[src/rtl/pci_pkg.sv]
// pci_pkg: shared arbiter state encoding, parameter defaults and bus-idle helper
package pci_pkg;
  typedef enum logic [1:0] {IDLE, GRANTED, BUSY, TURNAROUND} arbState_t;
  localparam int NUM_REQ_DEF = 4;
  localparam int GNT_TIMEOUT_DEF = 16;
  function automatic logic busIdle(input logic frameN, input logic irdyN);
    return frameN & irdyN;
  endfunction
endpackage

[src/rtl/pci_rr_pick.sv]
// pci_rr_pick: combinational round-robin winner search starting just after the last owner
module pci_rr_pick import pci_pkg::*; #(
  parameter int NUM_REQ = NUM_REQ_DEF,
  localparam int W = $clog2(NUM_REQ)
) (
  input  logic [NUM_REQ-1:0] req,
  input  logic [W-1:0]       last,
  output logic               valid,
  output logic [W-1:0]       winner
);
  logic [W-1:0] idx;
  assign valid = |req;
  // scan farthest offset first so the nearest requester after last ends up as winner
  always_comb begin
    idx = '0;
    winner = last;
    for (int i = NUM_REQ; i >= 1; i--) begin
      idx = W'((int'(last) + i) % NUM_REQ);
      if (req[idx]) winner = idx;
    end
  end
endmodule

[src/rtl/pci_arbiter.sv]
// pci_arbiter: round-robin PCI bus arbiter; define PCI_ARB_PARK_EN to park the bus on the last owner
module pci_arbiter import pci_pkg::*; #(
  parameter int NUM_REQ = NUM_REQ_DEF,
  parameter int GNT_TIMEOUT = GNT_TIMEOUT_DEF,
  localparam int W = $clog2(NUM_REQ)
) (
  input  logic               clk,
  input  logic               RST,
  input  logic [NUM_REQ-1:0] req_n,
  input  logic               frame_n,
  input  logic               irdy_n,
  output logic [NUM_REQ-1:0] gnt_n,
  output logic [W-1:0]       owner,
  output logic               bus_busy
);
  localparam int CW = $clog2(GNT_TIMEOUT + 1);
  arbState_t state;
  logic [CW-1:0] tmoCnt;
  logic [NUM_REQ-1:0] reqVec, ownerMask;
  logic pickValid, othersReq, idle;
  logic [W-1:0] pickIdx;
  assign reqVec = ~req_n;
  assign ownerMask = NUM_REQ'(1) << owner;
  assign othersReq = |(reqVec & ~ownerMask);
  assign idle = busIdle(frame_n, irdy_n);
  pci_rr_pick #(.NUM_REQ(NUM_REQ)) uPick (
    .req(reqVec),
    .last(owner),
    .valid(pickValid),
    .winner(pickIdx)
  );
  // arbitration FSM; grants, owner and bus_busy are all registered here
  always_ff @(posedge clk or negedge RST) begin
    if (!RST) begin
      state <= IDLE;
      gnt_n <= '1;
      owner <= W'(NUM_REQ - 1);
      bus_busy <= 1'b0;
      tmoCnt <= '0;
    end else begin
      case (state)
        IDLE: begin
`ifdef PCI_ARB_PARK_EN
          if (gnt_n != '1) begin
            if (!frame_n) begin
              state <= BUSY;
              bus_busy <= 1'b1;
            end else if (othersReq) begin
              gnt_n <= '1;
              state <= TURNAROUND;
            end else if (reqVec[owner]) begin
              tmoCnt <= '0;
              state <= GRANTED;
            end
          end else if (!frame_n) begin
`else
          if (!frame_n) begin
`endif
            state <= BUSY;
            bus_busy <= 1'b1;
          end else if (pickValid) begin
            gnt_n <= ~(NUM_REQ'(1) << pickIdx);
            owner <= pickIdx;
            tmoCnt <= '0;
            state <= GRANTED;
          end
`ifdef PCI_ARB_PARK_EN
          else gnt_n <= ~ownerMask;
`endif
        end
        GRANTED: begin
          if (!frame_n) begin
            state <= BUSY;
            bus_busy <= 1'b1;
          end else if (req_n[owner] || tmoCnt == CW'(GNT_TIMEOUT - 1)) begin
            gnt_n <= '1;
            state <= TURNAROUND;
          end else tmoCnt <= tmoCnt + CW'(1);
        end
        BUSY: begin
          if (req_n[owner] || othersReq) gnt_n <= '1;
          if (idle) begin
            gnt_n <= '1;
            bus_busy <= 1'b0;
            state <= TURNAROUND;
          end
        end
        TURNAROUND: begin
          gnt_n <= '1;
          bus_busy <= 1'b0;
          state <= IDLE;
        end
        default: state <= IDLE;
      endcase
    end
  end
endmodule

[config.mk]
export PLATFORM = sky130hd
export DESIGN_NAME = pci_arbiter
export DESIGN_NICKNAME = d
export VERILOG_FILES = /design/src/rtl/pci_pkg.sv /design/src/rtl/pci_rr_pick.sv /design/src/rtl/pci_arbiter.sv
export SDC_FILE = /design/constraint.sdc
export NUM_CORES = 1
export LEC_CHECK = 0
export BUFFER_PORTS_ARGS = -buffer_cell sky130_fd_sc_hd__buf_4
export CELL_PAD_IN_SITES_DETAIL_PLACEMENT = 0
export CELL_PAD_IN_SITES_GLOBAL_PLACEMENT = 1
export CORE_MARGIN = 3
export CORE_UTILIZATION = 29
export DETAILED_ROUTE_END_ITERATION = 6
export PLACE_DENSITY_LB_ADDON = 0.1
export RECOVER_POWER = 100
export SYNTH_ARGS = -nofsm -noshare
export SYNTH_HDL_FRONTEND = slang
export SYNTH_SLANG_ARGS = --single-unit
[constraint.sdc]
create_clock -name clk -period 3.1 [get_ports clk]
set_input_delay 0.155 -clock clk [delete_from_list [all_inputs] [get_ports clk]]
set_output_delay 0.155 -clock clk [all_outputs]
set_load 0.1 [all_outputs]
Word-level counts from Yosys, hierarchy flattened

Cells that the tools add are included.
Widths: inputs -> output; s select.

Equality and inequality tests: 14
Order comparisons: 5
Shift operators: 2
Mux-type cells: 35
$add $sub $neg: 5
Reduce and logical (&&, ||, !) cells: 12
Bitwise operators: 5

Operators by type and width:

| operator            | number |
|---|---|
| $mux 4              | 6 |
| $mux 5              | 4 |
| $mux 2              | 9 |
| $pmux 4 s4          | 1 |
| $lt 2x3->1 const B  | 5 |
| $ne 2x2->1 const B  | 7 |
| $not 4->4           | 3 |
| $bmux 1 s2          | 5 |
| $pmux 5 s2          | 1 |
| $reduce_and 5->1    | 2 |
| $ne 3x3->1 const B  | 3 |
| $pmux 2 s4          | 1 |
| $reduce_or 4->1     | 2 |
| $shl 1x2->4 const A | 2 |
| $mux 1              | 7 |
| $reduce_and 3->1    | 2 |
| $add 5x1->5 const B | 1 |
| $eq 5x4->1 const B  | 1 |
| $add 2x1->2 const B | 2 |
| $add 2x2->2 const B | 2 |
| $and 4x4->4         | 1 |
| $eq 2x2->1 const B  | 2 |
| $pmux 1 s3          | 1 |
| $eq 2x1->1 const B  | 1 |
| other kinds (6)     | 7 |

Output and inout bits: 7
Input port bits: 8
Logic and storage cells: 83
Flip-flop bits (word level): 14

Depth between registers and ports, before layout

Gate-level depths: netlist (run 1).

Depth after elaboration: 12
Depth in mapped cells: 9
Depth with buffers taken out: 8

Hierarchy

A second synthesis (run 1) with hierarchy kept.

Cells, all modules: 113
Area, all modules: 1059.8 um^2

By module, submodules not included:

| module      | area each (um^2) | times used | cells each | sequential area each (um^2) |
|---|---|---|---|---|
| pci_arbiter | 973.4            | 1          | 101        | 357.8 |
| pci_rr_pick | 86.3             | 1          | 12         | 0.0 |

Worst setup path before layout (run 1)

Ideal clock, no wire load.

Path kind: register -> register
Start: register owner[0]
End: register gnt_n[0]
Data required time: 3.017 ns
Arrival time: 2.674 ns
Stages on the path, launching flop included: 9
Path buffers: 2
Library setup time: 0.083 ns
Slack: 0.343 ns
Clock period less this slack: 2.757 ns
Cell sequence: dfstp_2 buf_6 inv_1 ha_1 buf_6 mux2_2 a32o_1 or2_2 a41oi_1

Longest elaborated chain between the ends: 12
Elaborated cells on any way between the ends: 32
Those cells by class: 4 x add/sub; 2 x eq/ne; 2 x shift; 17 x mux; 3 x bitwise; 4 x reduce/logical

Ends and longest elaborated chain:

| what                         | RTL line          | source |
|---|---|---|
| start, declared              | pci_arbiter.sv:13 | `output logic [W-1:0] owner,` |
| start signal, assigned       | pci_arbiter.sv:37 | `owner <= W'(NUM_REQ - 1);` |
| start signal, assigned       | pci_arbiter.sv:63 | `owner <= pickIdx;` |
| $add 2x1->2                  | pci_rr_pick.sv:18 | `idx = W'((int'(last) + i) % NUM_REQ);` |
| $bmux 1 s2                   | pci_rr_pick.sv:19 | `if (req[idx]) winner = idx;` |
| $mux 1 (not written as such) | pci_rr_pick.sv:19 |  |
| $mux 2 (4 in series)         | pci_rr_pick.sv:19 |  |
| $shl 1x2->4                  | pci_arbiter.sv:62 | `gnt_n <= ~(NUM_REQ'(1) << pickIdx);` |
| $not 4->4                    | pci_arbiter.sv:62 |  |
| $mux 4                       | pci_arbiter.sv:61 | `end else if (pickValid) begin` |
| $mux 4                       | pci_arbiter.sv:57 | `if (!frame_n) begin` |
| $pmux 4 s4                   | pci_arbiter.sv:41 | `case (state)` |
| end signal, assigned         | pci_arbiter.sv:62 |  |
| end, declared                | pci_arbiter.sv:12 | `output logic [NUM_REQ-1:0] gnt_n,` |

Parallel ways exist; a longest one is shown, timed or not. The select of a mux whose other input is x is not followed.
A chain may end at the register's enable or synchronous reset.

Final worst setup path (run 1)

Start: register owner[1]
End: register gnt_n[2]

The elaborated chain is that of the path after synthesis.

==> results.json, run 1 <==
{
  "min_period_ns": 2.71,
  "path_class": "reg2reg",
  "nets": 157,
  "tns_ns": 0,
  "maxCapViolations": 0,
  "cts-root-buf": "clkbuf_8",
  "hpwl_um": 1940,
  "required_ns": 3.27,
  "synth_most_common_cell": "nor2_1",
  "synth_seq_area_share": 0.303,
  "grt_overflow_total": 0,
  "finClkSkew_ns": 0.00270,
  "core_um2": 3800,
  "synth_edf_count": 0,
  "rsz0062_at_grt": "no",
  "start_util": 0.311,
  "synth_cell_types": 43,
  "grt_pass1_wl_um": 4590,
  "place_congestion": 0.749,
  "first_pass_iters": 4,
  "area_growth_pct": 10.6,
  "n_fill_cell": 386,
  "drc": 0,
  "wirelength_um": 2560,
  "synth_top_flop_cell": "dfrtp_1",
  "grt_pass1_vias": 925,
  "endpoint_kind": "register",
  "cp_max_fo": 11,
  "hp-class": "in2reg",
  "start_kind": "register",
  "syn-num-nets": 142,
  "die_w_um": 69.9,
  "ys_async_sr_fraction": 1.00,
  "antenna_cells": 0,
  "worstPathArrival_ns": 2.87,
  "place_ws_ns": 0.516,
  "drtIter0Drc": 45,
  "finalSetupViolations": 0,
  "wire_per_inst_um": 13.9,
  "hold_viol_final": 0,
  "routed_via_density": 4.99,
  "postCtsSetupRepairBufs": 0,
  "fin_crit_sh": 0.873,
  "clock_latency_ns": 0.25,
  "syn-cell-area_um2": 1180,
  "rows": 22,
  "cts_buffers": 3,
  "syn_avg_cell_area_um2": 9.61,
  "synth_common_cells": "14 x nor2_1, 11 x ha_1, 9 x nand2_1, 8 x dfrtp_1, 7 x o21ai_0",
  "drtAntennaViolNets": 0,
  "placedInstanceArea_um2": 1300,
  "vias": 924,
  "cts_buffer_depth": 2,
  "worstMarginPinSlew_ns": 1.17,
  "track_usage": 0.115,
  "yosys_warnings": 0,
  "finalInstanceArea_um2": 1310,
  "syn_inst": 123,
  "synth_top_area_share": 0.169,
  "max_freq_mhz": 369,
  "yosysTopAreaCell": "dfrtp_1",
  "io_pins": 15,
  "cts_max_level": 1,
  "relSlewSlack": 0.222,
  "cts_sinks": 14,
  "portBuffers": 14,
  "dieArea_um2": 4880,
  "die_h_um": 69.9,
  "worst_slack_ns": 0.392,
  "drv_slew": 0,
  "grt_max_degree": 15,
  "run_status": "finished clean",
  "path_clk_slew_ns": 0.06,
  "ys_ff_latch": 14,
  "drive_above_1_share": 0.161,
  "grt_antenna_before_repair": 0,
  "cts_tree": "yes",
  "synth.area.top_cells": "dfrtp_1 17%, dfstp_2 13%, ha_1 12%, nor2_1 4.4%, mux2i_1 4.2%"
}
-- critical path, cell delays in order (launching register included) --
cell and delay [ns]:
dfstp_1 0.76, inv_1 0.19, ha_1 0.51, mux2_1 0.38, a32o_1 0.26, or2_2 0.32, a41oi_1 0.22
-- stage by stage --
stage                     cells  hold WS (ns)  utilization
after global routing        185         0.281        0.344
after CTS                   185         0.264        0.359
after global placement      180        0.0249        0.342
after floorplan             123        -0.141            -
after detailed placement    180        0.0211        0.342
final                       185         0.267        0.344
-- cell type report --
cell class	count	area, um2	area share
Clock buffer	4	55.1	0.0421
Inverter	6	22.5	0.0172
Multi-Input combinational cell	98	727	0.556
Sequential cell	14	358	0.274
Tap cell	48	60.1	0.0459
Timing Repair Buffer	15	85.1	0.0651
-- sequential cells by signal, indices dropped and copies added (netlist names) --
signal,flops
owner,2
bus_busy,1
gnt_n,4
state,2
tmoCnt,5
-- cell families after synthesis --
kind of cell	Yosys count	share of synthesized area
flip-flops	14	0.303
AND/OR/NAND/NOR	44	0.207
XOR/XNOR	2	0.0148
multiplexers	8	0.0804
AO/OA/AOI/OAI	33	0.217
buffers and inverters	11	0.0614
adder cells (fa/ha/maj)	11	0.116
-- cells in the final DEF (no fill, tap or decap), drive strengths merged, types with 2 or more instances in the layout --
| master | count |
|---|---|
| nand2 | 9 |
| inv | 6 |
| o22ai | 4 |
| xor2 | 2 |
| o21ai | 7 |
| o211ai | 2 |
| mux2i | 5 |
| mux2 | 2 |
| dfstp | 6 |
| clkbuf | 12 |
| nor2b | 3 |
| buf | 6 |
| nor3 | 5 |
| nor2 | 14 |
| dfrtp | 8 |
| o31ai | 2 |
| a41oi | 4 |
| ha | 11 |
| nand2b | 2 |
| a21oi | 4 |
-- final timing paths --
path / start / end / slack [ns] / depth (start not counted)
hold reg to reg: tmoCnt[4] / tmoCnt[4] / 0.49 / 2
hold / removal: frame_n / state[0] / 0.27 / 3
min in group asynchronous: RST / bus_busy / 0.51 / 2
max in group asynchronous: RST / tmoCnt[3] / 2.09 / 2
setup / recovery: owner[1] / gnt_n[2] / 0.39 / 6
setup reg to reg: owner[1] / gnt_n[2] / 0.39 / 6
-- routing by layer --
metal  up-vias  track usage  routed length (um)
met2        13        0.189                1200
met3         2       0.0317                  84
met4         0       0.0255                  18
met5         -            0                   0
li1        485            -                   -
met1       424        0.150                1260
-- what timing repair did --
action,CTS,global route
hold endpoints to repair,14,0
resized for setup,0,0
hold buffers,1,0
Power of run 1 is not shown: default switching activity piles up to over one toggle a cycle in this logic, so the estimate is an artifact.
==> run 2: changes to the inputs <==
- CAP_MARGIN: not set -> 5
- PLACE_DENSITY_LB_ADDON: 0.1 -> 0.08
==> run 2 against run 1 <==
  * Hold slack worse by 0.0045 ns
  * Utilization stayed put
  * Global-route usage rose by 0.40 points
  * Setup slack improved by 0.0095 ns
  * Cell count stayed put
  * Die area unchanged
  * Final area did not move
  * Non-clock buffer count did not move
  * Maximum frequency increased by 0.35%
  * Clock skew about the same
  * Critical path depth unchanged
==> results.json, run 2 (synthesis results as in run 1) <==
{
  "mostFrequentLayoutCells": "14 x nor2_1, 11 x ha_1, 9 x nand2_1",
  "cts_buffers": 3,
  "wirelength_um": 2640,
  "place_ws_ns": 0.512,
  "min_path_cells": 3,
  "first_pass_iters": 4,
  "hp-class": "in2reg",
  "cts_max_level": 1,
  "path_delay_family": "flip-flops",
  "finalSetupViolations": 0,
  "start_util": 0.311,
  "area_growth_pct": 10.6,
  "nets": 157,
  "seq_area_um2": 358,
  "cts_tree": "yes",
  "worstPathArrival_ns": 2.87,
  "maxCapViolations": 0,
  "tns_ns": 0,
  "path_clk_slew_ns": 0.07,
  "die_w_um": 69.9,
  "required_ns": 3.27,
  "antenna_cells": 0,
  "worst_slack_ns": 0.402,
  "cts_sinks": 14,
  "fin_crit_sh": 0.870,
  "drive_above_1_share": 0.161,
  "cts.repair.resized": 0,
  "endpoint_kind": "register",
  "largest_registers": "tmoCnt x5, gnt_n x4",
  "hpwl_um": 1960,
  "start_kind": "register",
  "finClkSkew_ns": 0.00224,
  "grt_pass1_vias": 976,
  "relSlewSlack": 0.222,
  "place_congestion": 0.881,
  "grt_pass1_wl_um": 4710,
  "track_usage": 0.119,
  "crit_path_max_incr_delay_ns": 0.76,
  "cts_buffer_depth": 2,
  "core_um2": 3800,
  "mostFrequentLayoutCell": "nor2_1",
  "fin_util": 0.344,
  "wire_per_inst_um": 14.2,
  "crit_path_top_delay_cell": "dfstp_1",
  "drtIter0Drc": 45,
  "reg2reg_depth": 6,
  "cts-root-buf": "clkbuf_8",
  "drc": 0,
  "crit_path_cell_trace": "inv_1 -> ha_1 -> mux2_1 -> a32o_1 -> or2_2 -> a41oi_1",
  "rows": 22,
  "rsz0062_at_grt": "no",
  "clock_latency_ns": 0.25,
  "io_pins": 15,
  "n_fill_cell": 419,
  "portBuffers": 14,
  "run_status": "finished clean",
  "postCtsSetupRepairBufs": 0,
  "max_freq_mhz": 371,
  "grt_antenna_before_repair": 0,
  "grt_overflow_total": 0,
  "path_class": "reg2reg",
  "grt_max_degree": 15,
  "cp_num_cells": 6,
  "routed_via_density": 5.21,
  "path_buf_inv": 1,
  "worstMarginPinSlew_ns": 1.17,
  "drtAntennaViolNets": 0,
  "vias": 963,
  "drv_slew": 0,
  "min_period_ns": 2.70,
  "cp_max_fo": 11,
  "dieArea_um2": 4880,
  "multi_input_area_um2": 727,
  "largest_reg_flops": 5,
  "die_h_um": 69.9,
  "regMostFlops": "tmoCnt",
  "hold_viol_final": 0
}
## run 2: cell counts in the layout (fill, tap and decap cells not counted)
No cell type changed its count.
## run 2: worst paths after layout
| path | from | end | slack [ns] |
|---|---|---|---|
| max in group asynchronous | RST | tmoCnt[2] | 2.12 |
| setup reg to reg | owner[1] | gnt_n[2] | 0.40 |
| hold reg to reg | tmoCnt[4] | tmoCnt[4] | 0.49 |
| hold / removal | frame_n | state[0] | 0.26 |
| min in group asynchronous | RST | bus_busy | 0.49 |
| setup / recovery | owner[1] | gnt_n[2] | 0.40 |
## run 2: metal layers
layer | global-route usage | vias up | routed length, um
li1 | - | 486 | -
met1 | 0.146 | 455 | 1260
met2 | 0.204 | 18 | 1250
met3 | 0.0158 | 4 | 81
met4 | 0.0574 | 0 | 48
met5 | 0 | - | 0
## run 2: worst min-delay path, cell delays in order
cell and delay (ns):
buf_4 0.14, o211ai_1 0.09, nand3b_1 0.09
## run 2: cell type report
cell class                      count  area share
Clock buffer                        4      0.0421
Sequential cell                    14       0.274
Inverter                            6      0.0172
Tap cell                           48      0.0459
Timing Repair Buffer               15      0.0651
Multi-Input combinational cell     98       0.556
## run 2: timing repair
action,4_1_cts,5_1_grt
endpoints found under the hold margin,14,0
setup endpoints to repair,0,0
hold buffers,1,0
## run 2: per-stage QoR
step	instances	hold WS [ns]	cell area, um2
3_3_place_gp	180	0.0174	1300
6_report	185	0.263	1310
5_1_grt	185	0.283	1310
3_5_place_dp	180	0.0195	1300
4_1_cts	185	0.255	1360
2_1_floorplan	123	-0.141	1180
Power of run 2 is left out for the same reason.
